$ cat src/rtl/bullet_ctrl.sv
// Player projectile engine: spawns one bullet on a fire press, moves it per frame tick,
// pulses getshot on a target hit. Optional build macro BULLET_PIERCE_EN lets bullets pass through.
module bullet_ctrl #(
    parameter int NUM_TARGETS     = 6,
    parameter int SPEED           = 4,
    parameter int BULLET_SIZE     = 8,
    parameter int COOLDOWN_FRAMES = 15,
    parameter int SCREEN_W        = 640,
    parameter int SCREEN_H        = 480
) (
    input  logic                     Clk,
    input  logic                     Reset_n,
    input  logic                     restart,
    input  logic                     frame_clk,
    input  logic                     fire,
    input  logic [9:0]               man_x,
    input  logic [9:0]               man_y,
    input  logic [1:0]               direction,
    input  logic [1:0]               inmap,
    input  logic [10*NUM_TARGETS-1:0] target_x,
    input  logic [10*NUM_TARGETS-1:0] target_y,
    input  logic [NUM_TARGETS-1:0]   target_on,
    output logic [NUM_TARGETS-1:0]   getshot,
    output logic                     bullet_active,
    output logic [9:0]               bullet_x,
    output logic [9:0]               bullet_y,
    output logic [1:0]               bullet_dir
);

    localparam int CD_W = $clog2(COOLDOWN_FRAMES + 2);
    localparam logic [CD_W-1:0] CD_INIT = CD_W'(COOLDOWN_FRAMES);
    localparam logic [CD_W-1:0] CD_ONE  = CD_W'(1);
    localparam logic [9:0]  STEP  = 10'(SPEED);
    localparam logic [10:0] BS11  = 11'(BULLET_SIZE);
    localparam logic [9:0]  SCR_W = 10'(SCREEN_W);
    localparam logic [9:0]  SCR_H = 10'(SCREEN_H);

    typedef enum logic [1:0] {IDLE, FLY, CHECK, COOL} state_t;

    state_t              state;
    logic                frame_prev;
    logic                tick;
    logic                fire_prev;
    logic [CD_W-1:0]     cooldown;
`ifdef BULLET_PIERCE_EN
    logic [NUM_TARGETS-1:0] hit_mask;
`endif

    logic                   press;
    logic [9:0]             spawn_x, spawn_y;
    logic                   spawn_ok;
    logic [9:0]             next_x, next_y;
    logic [NUM_TARGETS-1:0] hit_next;
    logic                   offscreen;

    // Box overlap evaluated at 11 bits so a bullet near 1023 never wraps into a hit.
    function automatic logic overlap(input logic [9:0] bx, input logic [9:0] by,
                                     input logic [9:0] tx, input logic [9:0] ty);
        overlap = ({1'b0, bx} + BS11 > {1'b0, tx}) && ({1'b0, bx} < {1'b0, tx} + 11'd32) &&
                  ({1'b0, by} + BS11 > {1'b0, ty}) && ({1'b0, by} < {1'b0, ty} + 11'd32);
    endfunction

    function automatic logic [NUM_TARGETS-1:0] lowest_one(input logic [NUM_TARGETS-1:0] v);
        lowest_one = '0;
        for (int i = NUM_TARGETS - 1; i >= 0; i--) begin
            if (v[i]) begin
                lowest_one    = '0;
                lowest_one[i] = 1'b1;
            end
        end
    endfunction

    assign press     = tick & fire & ~fire_prev;
    assign offscreen = (bullet_x >= SCR_W) || (bullet_y >= SCR_H);

    always_comb begin
        spawn_x  = man_x + 10'd12;
        spawn_y  = man_y - 10'd8;
        spawn_ok = (man_y >= 10'd8);
        case (direction)
            2'b00: begin spawn_x = man_x + 10'd12; spawn_y = man_y - 10'd8;  spawn_ok = (man_y >= 10'd8); end
            2'b01: begin spawn_x = man_x + 10'd32; spawn_y = man_y + 10'd12; spawn_ok = 1'b1; end
            2'b10: begin spawn_x = man_x - 10'd8;  spawn_y = man_y + 10'd12; spawn_ok = (man_x >= 10'd8); end
            2'b11: begin spawn_x = man_x + 10'd12; spawn_y = man_y + 10'd32; spawn_ok = 1'b1; end
        endcase
    end

    always_comb begin
        next_x = bullet_x;
        next_y = bullet_y;
        case (bullet_dir)
            2'b00: next_y = bullet_y - STEP;
            2'b01: next_x = bullet_x + STEP;
            2'b10: next_x = bullet_x - STEP;
            2'b11: next_y = bullet_y + STEP;
        endcase
        for (int i = 0; i < NUM_TARGETS; i++)
            hit_next[i] = target_on[i] & overlap(next_x, next_y, target_x[10*i +: 10], target_y[10*i +: 10]);
    end

    // Hits are judged on the post-move position while entering CHECK, so getshot is a
    // register that is high exactly for the CHECK cycle.
    always_ff @(posedge Clk or negedge Reset_n) begin
        if (!Reset_n) begin
            state         <= IDLE;
            frame_prev    <= 1'b0;
            tick          <= 1'b0;
            fire_prev     <= 1'b0;
            cooldown      <= '0;
            getshot       <= '0;
            bullet_active <= 1'b0;
            bullet_x      <= '0;
            bullet_y      <= '0;
            bullet_dir    <= 2'b00;
`ifdef BULLET_PIERCE_EN
            hit_mask      <= '0;
`endif
        end else if (restart) begin
            state         <= IDLE;
            frame_prev    <= 1'b0;
            tick          <= 1'b0;
            fire_prev     <= 1'b0;
            cooldown      <= '0;
            getshot       <= '0;
            bullet_active <= 1'b0;
            bullet_x      <= '0;
            bullet_y      <= '0;
            bullet_dir    <= 2'b00;
`ifdef BULLET_PIERCE_EN
            hit_mask      <= '0;
`endif
        end else begin
            frame_prev <= frame_clk;
            tick       <= frame_clk & ~frame_prev;
            if (tick)
                fire_prev <= fire;
            getshot <= '0;
            if (inmap != 2'b00) begin
                state         <= IDLE;
                bullet_active <= 1'b0;
                cooldown      <= '0;
            end else begin
                case (state)
                    IDLE: begin
                        if (press && spawn_ok) begin
                            bullet_x      <= spawn_x;
                            bullet_y      <= spawn_y;
                            bullet_dir    <= direction;
                            bullet_active <= 1'b1;
                            state         <= FLY;
`ifdef BULLET_PIERCE_EN
                            hit_mask      <= '0;
`endif
                        end
                    end
                    FLY: begin
                        if (tick) begin
                            bullet_x <= next_x;
                            bullet_y <= next_y;
                            state    <= CHECK;
`ifdef BULLET_PIERCE_EN
                            getshot  <= hit_next & ~hit_mask;
`else
                            getshot  <= lowest_one(hit_next);
`endif
                        end
                    end
                    CHECK: begin
`ifdef BULLET_PIERCE_EN
                        hit_mask <= hit_mask | getshot;
                        if (offscreen) begin
`else
                        if ((|getshot) || offscreen) begin
`endif
                            state         <= COOL;
                            bullet_active <= 1'b0;
                            cooldown      <= CD_INIT;
                        end else begin
                            state <= FLY;
                        end
                    end
                    COOL: begin
                        if (cooldown == '0)
                            state <= IDLE;
                        else if (tick)
                            cooldown <= cooldown - CD_ONE;
                    end
                endcase
            end
        end
    end

endmodule

$ cat config.mk
export PLATFORM = sky130hd
export DESIGN_NAME = bullet_ctrl
export DESIGN_NICKNAME = d
export VERILOG_FILES = /design/src/rtl/bullet_ctrl.sv
export SDC_FILE = /design/constraint.sdc
export NUM_CORES = 1
export LEC_CHECK = 0
export CAP_MARGIN = 25
export CORE_MARGIN = 5
export CORE_UTILIZATION = 59
export DETAILED_ROUTE_END_ITERATION = 12
export PLACE_DENSITY = 0.85
export SYNTH_ARGS = -nofsm -noshare
export SYNTH_HDL_FRONTEND = slang
export SYNTH_SLANG_ARGS = --single-unit
export TNS_END_PERCENT = 30
$ cat constraint.sdc
create_clock -name Clk -period 6.8 [get_ports Clk]
set_input_delay 2.04 -clock Clk [delete_from_list [all_inputs] [get_ports Clk]]
set_output_delay 2.04 -clock Clk [all_outputs]
set_load 0.005 [all_outputs]
After elaboration in Yosys (flattened, before gate mapping):

Cells that the tools add are included.

* bits in registers: 39
* input bits: 155
* output and inout bits: 29
* logic and storage cells: 184

* $add $sub $neg: 25
* $lt $le $gt $ge: 28
* equal/unequal tests: 18
* mux-type cells: 51
* bitwise logic cells: 11
* reduce and logical (&&, ||, !) cells: 41

Operator list (count)
* adder 10 x 6 -> 11 bit, second input constant: 12
* > comparator 11 x 10 -> 1 bit: 12
* < comparator 10 x 11 -> 1 bit: 12
* two-way mux 10 bit: 8
* case mux 10 bit (2 select lines): 4
* two-way mux 6 bit: 10
* case mux 10 bit (3 select lines): 2
* two-way mux 5 bit: 5
* inequality test 4 bit, second input constant: 6
* adder 10 x 4 -> 11 bit, second input constant: 2
* adder 10 x 3 -> 10 bit, second input constant: 2
* adder 10 x 4 -> 10 bit, second input constant: 2
* adder 10 x 6 -> 10 bit, second input constant: 2
* >= comparator 10 x 4 -> 1 bit, second input constant: 2
* two-way mux 2 bit: 10
* subtractor 10 x 3 -> 10 bit, second input constant: 2
* subtractor 10 x 4 -> 10 bit, second input constant: 2
* logical AND 1 bit: 19
* equality test 2 bit, second input constant: 6
* >= comparator 10 bit, second input constant: 1
* >= comparator 10 x 9 -> 1 bit, second input constant: 1
* case mux 5 bit (2 select lines): 1
* bitwise AND 1 bit: 9
* AND reduction 3 bit: 3
* 18 further kinds: 39

Logic depth before layout (Yosys ltp):

Gate-level depths: netlist of the first run.

* depth in word-level cells: 18
* mapped depth: 22

Worst setup path before layout of the first run:

No wires, ideal clock.

* path kind: register to register
* from: reg bullet_dir[0]
* to: reg getshot[5]
* setup time: 0.096 ns
* data arrival time: 4.409 ns
* data required time: 6.704 ns
* slack: 2.295 ns
* stages on the path, launching flop included: 20
* path buffers: 1
* cells stage by stage: dfrtp_1 -> inv_1 -> ha_1 -> buf_2 -> xor2_1 -> ha_1 -> inv_1 -> o32ai_1 -> nor4_2 -> xor2_1 -> and4_4 -> nand2_1 -> xnor2_1 -> ha_1 -> a21oi_1 -> nor2b_1 -> o31ai_1 -> a221oi_1 -> a211o_1 -> nor4_2

* word-level cells in the longest chain between the ends: 18

Ends and longest elaborated chain
* start: declaration: line 27 `output logic [1:0] bullet_dir`
* start signal: assignment: line 148 `bullet_dir <= direction;`
* equality test 2 bit or equality test 2 x 1 -> 1 bit (tied branches): line 91 `case (bullet_dir)`
* case mux 10 bit (2 select lines): line 91
* adder 10 x 4 -> 11 bit: line 59 `overlap = ({1'b0, bx} + BS11 > {1'b0, tx}) && ({1'b0, bx} < {1'b0, tx} + 11'd32) &&`
* > comparator 11 x 10 -> 1 bit: line 59
* logical AND 1 bit (2 in series): line 59
* logical AND 1 bit: line 60 `({1'b0, by} + BS11 > {1'b0, ty}) && ({1'b0, by} < {1'b0, ty} + 11'd32);`
* bitwise AND 1 bit: line 98 `hit_next[i] = target_on[i] & overlap(next_x, next_y, target_x[10*i +: 10], target_y[10*i +: 10]);`
* two-way mux 6 bit (5 in series): line 66 `if (v[i]) begin`
* two-way mux 6 bit (*): line 66
* two-way mux 6 bit (*): line 157 `if (tick) begin`
* two-way mux 6 bit (*): line 143 `case (state)`
* two-way mux 6 bit (*): line 138 `if (inmap != 2'b00) begin`
* two-way mux 6 bit (*): line 118 `end else if (restart) begin`
* end signal: assignment: line 164 `getshot <= lowest_one(hit_next);`
* end: declaration: line 23 `output logic [NUM_TARGETS-1:0] getshot,`

Every way passes the cells marked *; elsewhere a longest branch is shown, timed or not.
A chain may end at the register's enable or synchronous reset.

Worst setup path in the final report of the first run:

* from: in direction[1]
* to: reg bullet_y[8]

* word-level cells in the longest chain between the ends: 7

Ends and longest elaborated chain
* start: declaration: line 18 `input logic [1:0] direction,`
* equality test 2 bit or equality test 2 x 1 -> 1 bit (tied branches): line 80 `case (direction)`
* OR reduction 2 bit (no source line)
* case mux 10 bit (3 select lines): line 80
* two-way mux 10 bit: line 145 `if (press && spawn_ok) begin`
* case mux 10 bit (2 select lines): line 143
* two-way mux 10 bit: line 138
* two-way mux 10 bit: line 118
* end signal: assignment: line 147 `bullet_y <= spawn_y;`
* end signal: assignment: line 159 `bullet_y <= next_y;`
* end: declaration: line 26 `output logic [9:0] bullet_y,`

Several ways; a longest one is shown, not always the timed one. The select of a mux whose other input is x is not followed.

==> results by group, run 1 <==
Outcome
  – Status: complete, no violations

STA
  – Final Max Slew Viols: 0
  – WHS: a little over 0.4 ns
  – Setup ws final: 1.41 ns
  – Max Freq: between 150 and 200 MHz
  – RSZ-0062 raised after global routing: no
  – Clock skew: just over 0.004 ns
  – Tmin final: about 5.4 ns
  – Worst-Margin Slew: 0.989 ns
  – Final period utilization: 0.792
  – Max transition margin: 0.338
  – Final setup violation count: 0
  – Sum Neg Setup Slack: 0 ns
  – Final hold vios: 0

Clock network
  – Postcts setup bufs: 0
  – Hold Buf Count CTS: 0
  – Clk_lat worst skew: approximately 0.28 ns
  – Clock sink count: 39
  – Clk root buf: clkbuf_16
  – Clk pin slew, worst setup/hold paths: around 0.06 ns
  – Htree depth: 2
  – CTS tree: done
  – CTS resizes: 0
  – Bufs on Longest Clock Path: 2
  – Cts bufs inserted: 5

Global route
  – Global-route wire length before repair: between 40 and 50 mm
  – Grt ovf: 0
  – M2 GR Usage: 0.518
  – Met3 Usage GRT: 0.0376
  – Gr busiest metal: met2
  – Largest net degree at the start of global routing: 40
  – Total GRT Usage: 0.301
  – Vias in the first global route: approximately 9800
  – Initial antenna violation count: 0
  – GR Util met1: 0.385

Setup path
  – CP max FO: 18
  – Required @ worst endpoint: about 7 ns
  – Startpoint types: input pin
  – Worst Setup End Kind: flop
  – Crit Path Category: in -> reg
  – Crit path arrival time: 5.55 ns

Layout
  – Area delta synth->final: 23.0%
  – Share of cells above drive strength 1: 0.0312
  – Antenna diodes: 0
  – Fillers: ~1200
  – Post-Layout Cell Count: 1626
  – Number of nets in the layout: about 1800
  – Post-route cell area: between 10000 and 15000 µm²

Place
  – Dpl hpwl: between 20 and 25 mm
  – Dpl cells: ~1600
  – # port buffers: roughly 180
  – Post-DP Area: around 12000 µm²
  – Pre-CTS setup slack: around 1.2 ns
  – Weighted congestion at the end of routability-driven global placement: 1.00

Floorplanning
  – Chip height: approximately 140 µm
  – # rows: 46
  – CORE AREA: approximately 16000 µm²
  – Initial Utilization: 0.603
  – # IOs: 184
  – Die Wd: ~140 µm
  – Die area: 19000 µm²

Pwr
  – Psw: around 1 mW
  – Flop pwr share: 0.135
  – Switching share of power: 0.482
  – Max VDD drop: approximately 0.000096 V
  – Clk pwr share: 0.129
  – Internal power: approximately 1.1 mW
  – PwrDens: roughly 180 nW/µm²
  – Logic gate share of total power: 0.735
  – Leakage: between 5 and 6 nW

Logic synthesis
  – Post-Synthesis Cells: roughly 1200
  – Area leader, netlist: ha_1
  – Yosys warning count: 0
  – FF+latch count, synth: 39
  – Synth top cells by count: ha_1, inv_1, a21oi_1
  – Main synth FF type: dfrtp_1
  – Syn_nets: around 1600
  – Avg Inst Size Synth: ~7.8 µm²
  – Count leader, synth: ha_1
  – Mapped Area: between 9000 and 10000 µm²
  – Async SR Flop Fraction: 1.00
  – Post-synth top area share: 0.323
  – Seq/Total Area, Yosys: 0.101
  – EDFF count, synth: 0
  – Top post-synthesis cells by area: ha_1, dfrtp_1, inv_1, xnor2_1, a21oi_1
  – Library cells used by synthesis: slightly below 80

Drt
  – DRT antenna net count: 0
  – First-pass DRT Iterations: 12
  – Wire length per cell: 18.0 µm
  – Vias: ~10000
  – DRT iter0 DRCs: a little under 800
  – Remaining DRCs: 0
  – Post-Route WL: between 20 and 30 mm
  – Vias per std cell: approximately 6.2

Worst hold path
  – Hold Crit Class: reg -> reg

Run
  – Max_cap viols: 0
==> metrics by stage <==
stage	utilization	power (mW)
final	0.742	2.10
after floorplan	-	1.30
after global placement	0.731	1.73
after CTS	0.742	2.07
after detailed placement	0.731	1.79
after global routing	0.742	2.29
==> area by class of cell <==
class,count,area (µm²),share of cell area
Sequential cell,39,976,0.0825
Clock buffer,5,125,0.0106
Timing Repair Buffer,192,1890,0.160
Tap cell,216,270,0.0229
Multi-Input combinational cell,1004,7890,0.667
Inverter,167,627,0.0530
Clock inverter,3,46.3,0.00391
==> power by group through the flow <==
stage                     Combinational, mW  Clock, mW  Sequential (mW)
after floorplan                        1.03          0            0.268
after global placement                 1.44          0            0.286
after detailed placement               1.51          0            0.287
after CTS                              1.51      0.274            0.283
after global routing                   1.72      0.285            0.287
final                                  1.55      0.272            0.285
==> final timing paths <==
kind | start | endpoint | slack (ns) | depth (start not counted)
worst max-delay path | direction[1] | bullet_y[8] | 1.41 | 10
worst min-delay path | frame_prev | tick | 0.41 | 1
worst max register to register | bullet_dir[0] | getshot[5] | 1.46 | 18
worst min register to register | frame_prev | tick | 0.41 | 1
max in group asynchronous | Reset_n | bullet_y[1] | 4.36 | 1
min in group asynchronous | Reset_n | frame_prev | 1.87 | 1
==> critical path: stages <==
cell	delay (ns)
clkdlybuf4s50_1	0.46
inv_1	0.12
ha_1	0.52
or4b_2	0.62
o311ai_0	0.51
o21ai_0	0.19
a21oi_2	0.58
buf_4	0.32
nand2_1	0.09
o31ai_1	0.10
==> state kept, by name, summed over array words and instances, names as in the netlist <==
signal	cells
state	2
cooldown	5
bullet_y	10
frame_prev	1
bullet_dir	2
bullet_active	1
getshot	6
tick	1
bullet_x	10
fire_prev	1
==> per-layer routing <==
metal,vias up,wire [µm]
met2,474,13700
met1,4634,12100
met3,75,2680
met4,0,811
li1,4863,-
met5,-,0
==> cell families (layout without fill, tap and decap cells) <==
family	Yosys count	after routing	share of synthesized area
AOI/OAI and AO/OA	353	353	0.247
xor gates and xnor gates	70	70	0.0653
adders and majority gates	249	249	0.325
buffers and inverters	197	367	0.0788
DFF	39	39	0.101
muxes	5	5	0.00559
and+or+nand+nor	327	327	0.177
==> cell usage in the layout (no fill, tap or decap), types with 12 or more instances in the layout <==
cell type,count
ha_1,248
a211oi_1,12
o21ai_0,86
nand2_1,66
nor3_1,36
o31ai_1,17
nand2b_1,12
dfrtp_1,39
and3_1,12
o21a_1,16
xnor2_1,57
nand3_1,61
a21o_1,31
inv_1,166
a21oi_1,89
nand4_1,21
nor2b_1,22
nor2_1,58
clkdlybuf4s50_1,182
(Power assumes the default switching activity.)
==> run 2, diff against run 1 <==
--- a/config.mk
+++ b/config.mk
@@ -7,9 +7,9 @@
 export LEC_CHECK = 0
 export CAP_MARGIN = 25
 export CORE_MARGIN = 5
-export CORE_UTILIZATION = 59
+export CORE_UTILIZATION = 50
 export DETAILED_ROUTE_END_ITERATION = 12
-export PLACE_DENSITY = 0.85
+export PLACE_DENSITY = 0.76
 export SYNTH_ARGS = -nofsm -noshare
 export SYNTH_HDL_FRONTEND = slang
 export SYNTH_SLANG_ARGS = --single-unit
==> constraint.sdc (replaced) <==
create_clock -name Clk -period 4.4 [get_ports Clk]
set_input_delay 1.32 -clock Clk [delete_from_list [all_inputs] [get_ports Clk]]
set_output_delay 1.32 -clock Clk [all_outputs]
set_load 0.005 [all_outputs]
==> results by group, run 2 (synthesis gave the netlist of run 1 again) <==
Pwr
  – Max VDD drop: 0.000153 V (+60%)
  – Flop pwr share: 0.121 (-0.014)
  – Internal power: 1.85 mW (+70%)
  – Switching share of power: 0.475 (-0.00694)
  – Psw: 1.67 mW (+65%)
  – Leakage: 6.03 nW (+5.9%)
  – Clk pwr share: 0.122 (-0.007)
  – Logic gate share of total power: 0.757 (+0.022)
  – PwrDens: 281 nW/µm² (+58%)

STA
  – Max transition margin: 0.402 (+0.0634)
  – Clock skew: 0.00581 ns (+0.00169 ns)
  – Final Max Slew Viols: 0 (unchanged)
  – Final period utilization: 0.983
  – Worst-Margin Slew: 0.897 ns (-0.0920 ns)
  – Max Freq: ~230 MHz
  – RSZ-0062 raised after global routing: yes
  – Final setup violation count: 0 (unchanged)
  – Tmin final: between 4 and 5 ns
  – WHS: 0.397 ns (-0.00791 ns)
  – Final hold vios: 0 (unchanged)
  – Sum Neg Setup Slack: 0 ns (unchanged)

Setup path
  – CP delay by family, top: compound AO/OA/AOI/OAI gates
  – CP max FO: 4 (-14)
  – Required @ worst endpoint: 4.61 ns (-2.35 ns)
  – CP Cell Sequence: inv_1, ha_1, xor2_1, ha_2, a21oi_2, xnor2_1, nand2b_1, xnor2_2, ha_2, nand3_1, nand3b_1, xnor2_2, buf_4, ha_1, nand3_1, a21oi_1, o31ai_2, a221oi_2, buf_4, a211o_1, nor3b_2
  – Worst Path Buf+Inv: 3 (unchanged)
  – Crit path arrival time: 4.54 ns (-1.01 ns)
  – R2R Path End: getshot[4]
  – WP depth: 21 (+11)
  – Reg2Reg Launch Point: bullet_dir[0]
  – Worst Setup End Kind: flop
  – Crit Path Category: reg -> reg
  – Critical-path top delay cell: dfrtp_1
  – Startpoint types: flop
  – Worst reg-to-reg setup slack: 0.08 ns (-1.38 ns)
  – Critical path's largest stage delay: 0.38 ns (-0.24 ns)
  – Worst Reg-to-Reg Cells: 21 (+3)

Place
  – Dpl hpwl: 25.3 mm (+7.4%)
  – Weighted congestion at the end of routability-driven global placement: 0.927 (-7.7%)
  – # port buffers: 183 (unchanged)

Floorplanning
  – Die Wd: 149 µm (+8.0%)
  – Die area: 22100 µm² (+17%)
  – Chip height: 149 µm (+8.0%)
  – Initial Utilization: 0.511 (-0.0925)
  – # IOs: 184 (unchanged)
  – CORE AREA: 18800 µm² (+18%)
  – # rows: 50 (+8.7%)

Worst hold path
  – Hold Crit Class: reg -> reg
  – Hold Path End: tick
  – Hold depth: 1 (unchanged)
  – Worst Hold Launch: frame_prev

Global route
  – Largest net degree at the start of global routing: 40 (unchanged)
  – Grt ovf: 0 (unchanged)
  – Initial antenna violation count: 0 (unchanged)
  – Vias in the first global route: 9589 (-2.0%)
  – Total GRT Usage: 0.269 (-0.0317)
  – Global-route wire length before repair: 48.8 mm (+4.6%)

Drt
  – Vias per std cell: 5.83 (-5.7%)
  – Post-Route WL: 31.1 mm (+6.2%)
  – Vias: 10049 (+0.030%)
  – Remaining DRCs: 0 (unchanged)
  – First-pass DRT Iterations: 5 (-7)
  – Wire length per cell: 18.0 µm (about the same)
  – DRT iter0 DRCs: 875 (+13%)
  – DRT antenna net count: 0 (unchanged)

Clock network
  – Hold Buf Count CTS: 0 (unchanged)
  – Clk pin slew, worst setup/hold paths: 0.06 ns (about the same)
  – Cts bufs inserted: 5 (unchanged)
  – Clk_lat worst skew: 0.29 ns (about the same)
  – Bufs on Longest Clock Path: 2 (unchanged)
  – Clock sink count: 39 (unchanged)
  – Clk root buf: clkbuf_16
  – CTS tree: done
  – Htree depth: 2 (unchanged)

Layout
  – Number of nets in the layout: 1868 (+3.0%)
  – Most frequent cells in the layout: ha_1, clkdlybuf4s50_1, inv_1, a21oi_1, o21ai_0
  – Largest registers: bullet_x: 10 flops, bullet_y: 10 flops, getshot: 6 flops
  – Antenna diodes: 0 (unchanged)
  – Share of cells above drive strength 1: 0.0881 (+0.0568)
  – Area delta synth->final: 30.2%
  – Commonest non-fill, non-tap cell in the layout: ha_1

Run
  – Max_cap viols: 0 (unchanged)

Outcome
  – Status: complete, no violations
[run 2: cell types whose count changed in the layout (fill, tap and decap cells not counted), sizes merged]
| cell | delta |
|---|---|
| clkinvlp | -1 |
| clkinv | +2 |
| inv | -1 |
| buf | +55 |
[run 2: power by group through the flow]
stage / clock network (mW) / registers [mW] / logic [mW]
after floorplan: 0 / 0.414 / 1.60
after global placement: 0 / 0.429 / 2.40
after detailed placement: 0 / 0.430 / 2.48
after CTS: 0.432 / 0.424 / 2.51
after global routing: 0.451 / 0.429 / 2.96
final: 0.429 / 0.426 / 2.67
[run 2: how the worst max path moves through the flow]
stage	startpoint	end	slack, ns
6_report	bullet_dir[0]	getshot[4]	0.08
5_1_grt	bullet_dir[0]	getshot[5]	-0.15
4_1_cts	bullet_dir[1]	getshot[4]	0.004
3_5_place_dp	bullet_dir[1]	getshot[4]	-0.08
3_3_place_gp	bullet_dir[0]	getshot[5]	0.05
2_1_floorplan	bullet_dir[0]	getshot[5]	0.01
[run 2: repair_timing]
item,CTS,global route
buffers inserted,0,8
setup endpoints to repair,3,5
pin swaps,0,13
gates resized for setup,5,36
gates cloned,0,0
[run 2: stage by stage]
step           setup WS, ns  cells  power (mW)  area, µm²  utilization
6_report             0.0759   1725        3.52      12500        0.665
3_3_place_gp         0.0533   1709        2.83      12100        0.641
2_1_floorplan        0.0107   1240        2.01       9630            -
3_5_place_dp        -0.0790   1709        2.91      12100        0.641
5_1_grt              -0.154   1725        3.84      12500        0.665
4_1_cts             0.00410   1717        3.37      12300        0.652
[run 2: worst reg2reg max path: cells and delay by family, from the launching register on]
| kind | cells | cell delay, ns |
|---|---|---|
| buf+inv | 3 | 0.38 |
| fa+ha+maj | 4 | 0.91 |
| xor+xnor | 4 | 0.84 |
| flops | 1 | 0.38 |
| simple gates | 5 | 0.81 |
| compound gates | 5 | 0.94 |
[run 2: layer usage]
metal	part of all wire	vias up	wire length (µm)	global-route usage
met5	0	-	0	0
met4	0.030	0	932	0.0794
met3	0.071	72	2220	0.0408
met2	0.47	377	14600	0.455
met1	0.43	4638	13400	0.355
li1	-	4962	-	-
[run 2: cell type report]
type	instances	area, µm²
multi-input cells	1004	8110
flip-flops and latches	39	976
repair buffers	247	2310
clock buffers	5	125
inverters	167	627
well taps	260	325
clock inverters	3	43.8
fillers	1618	6310
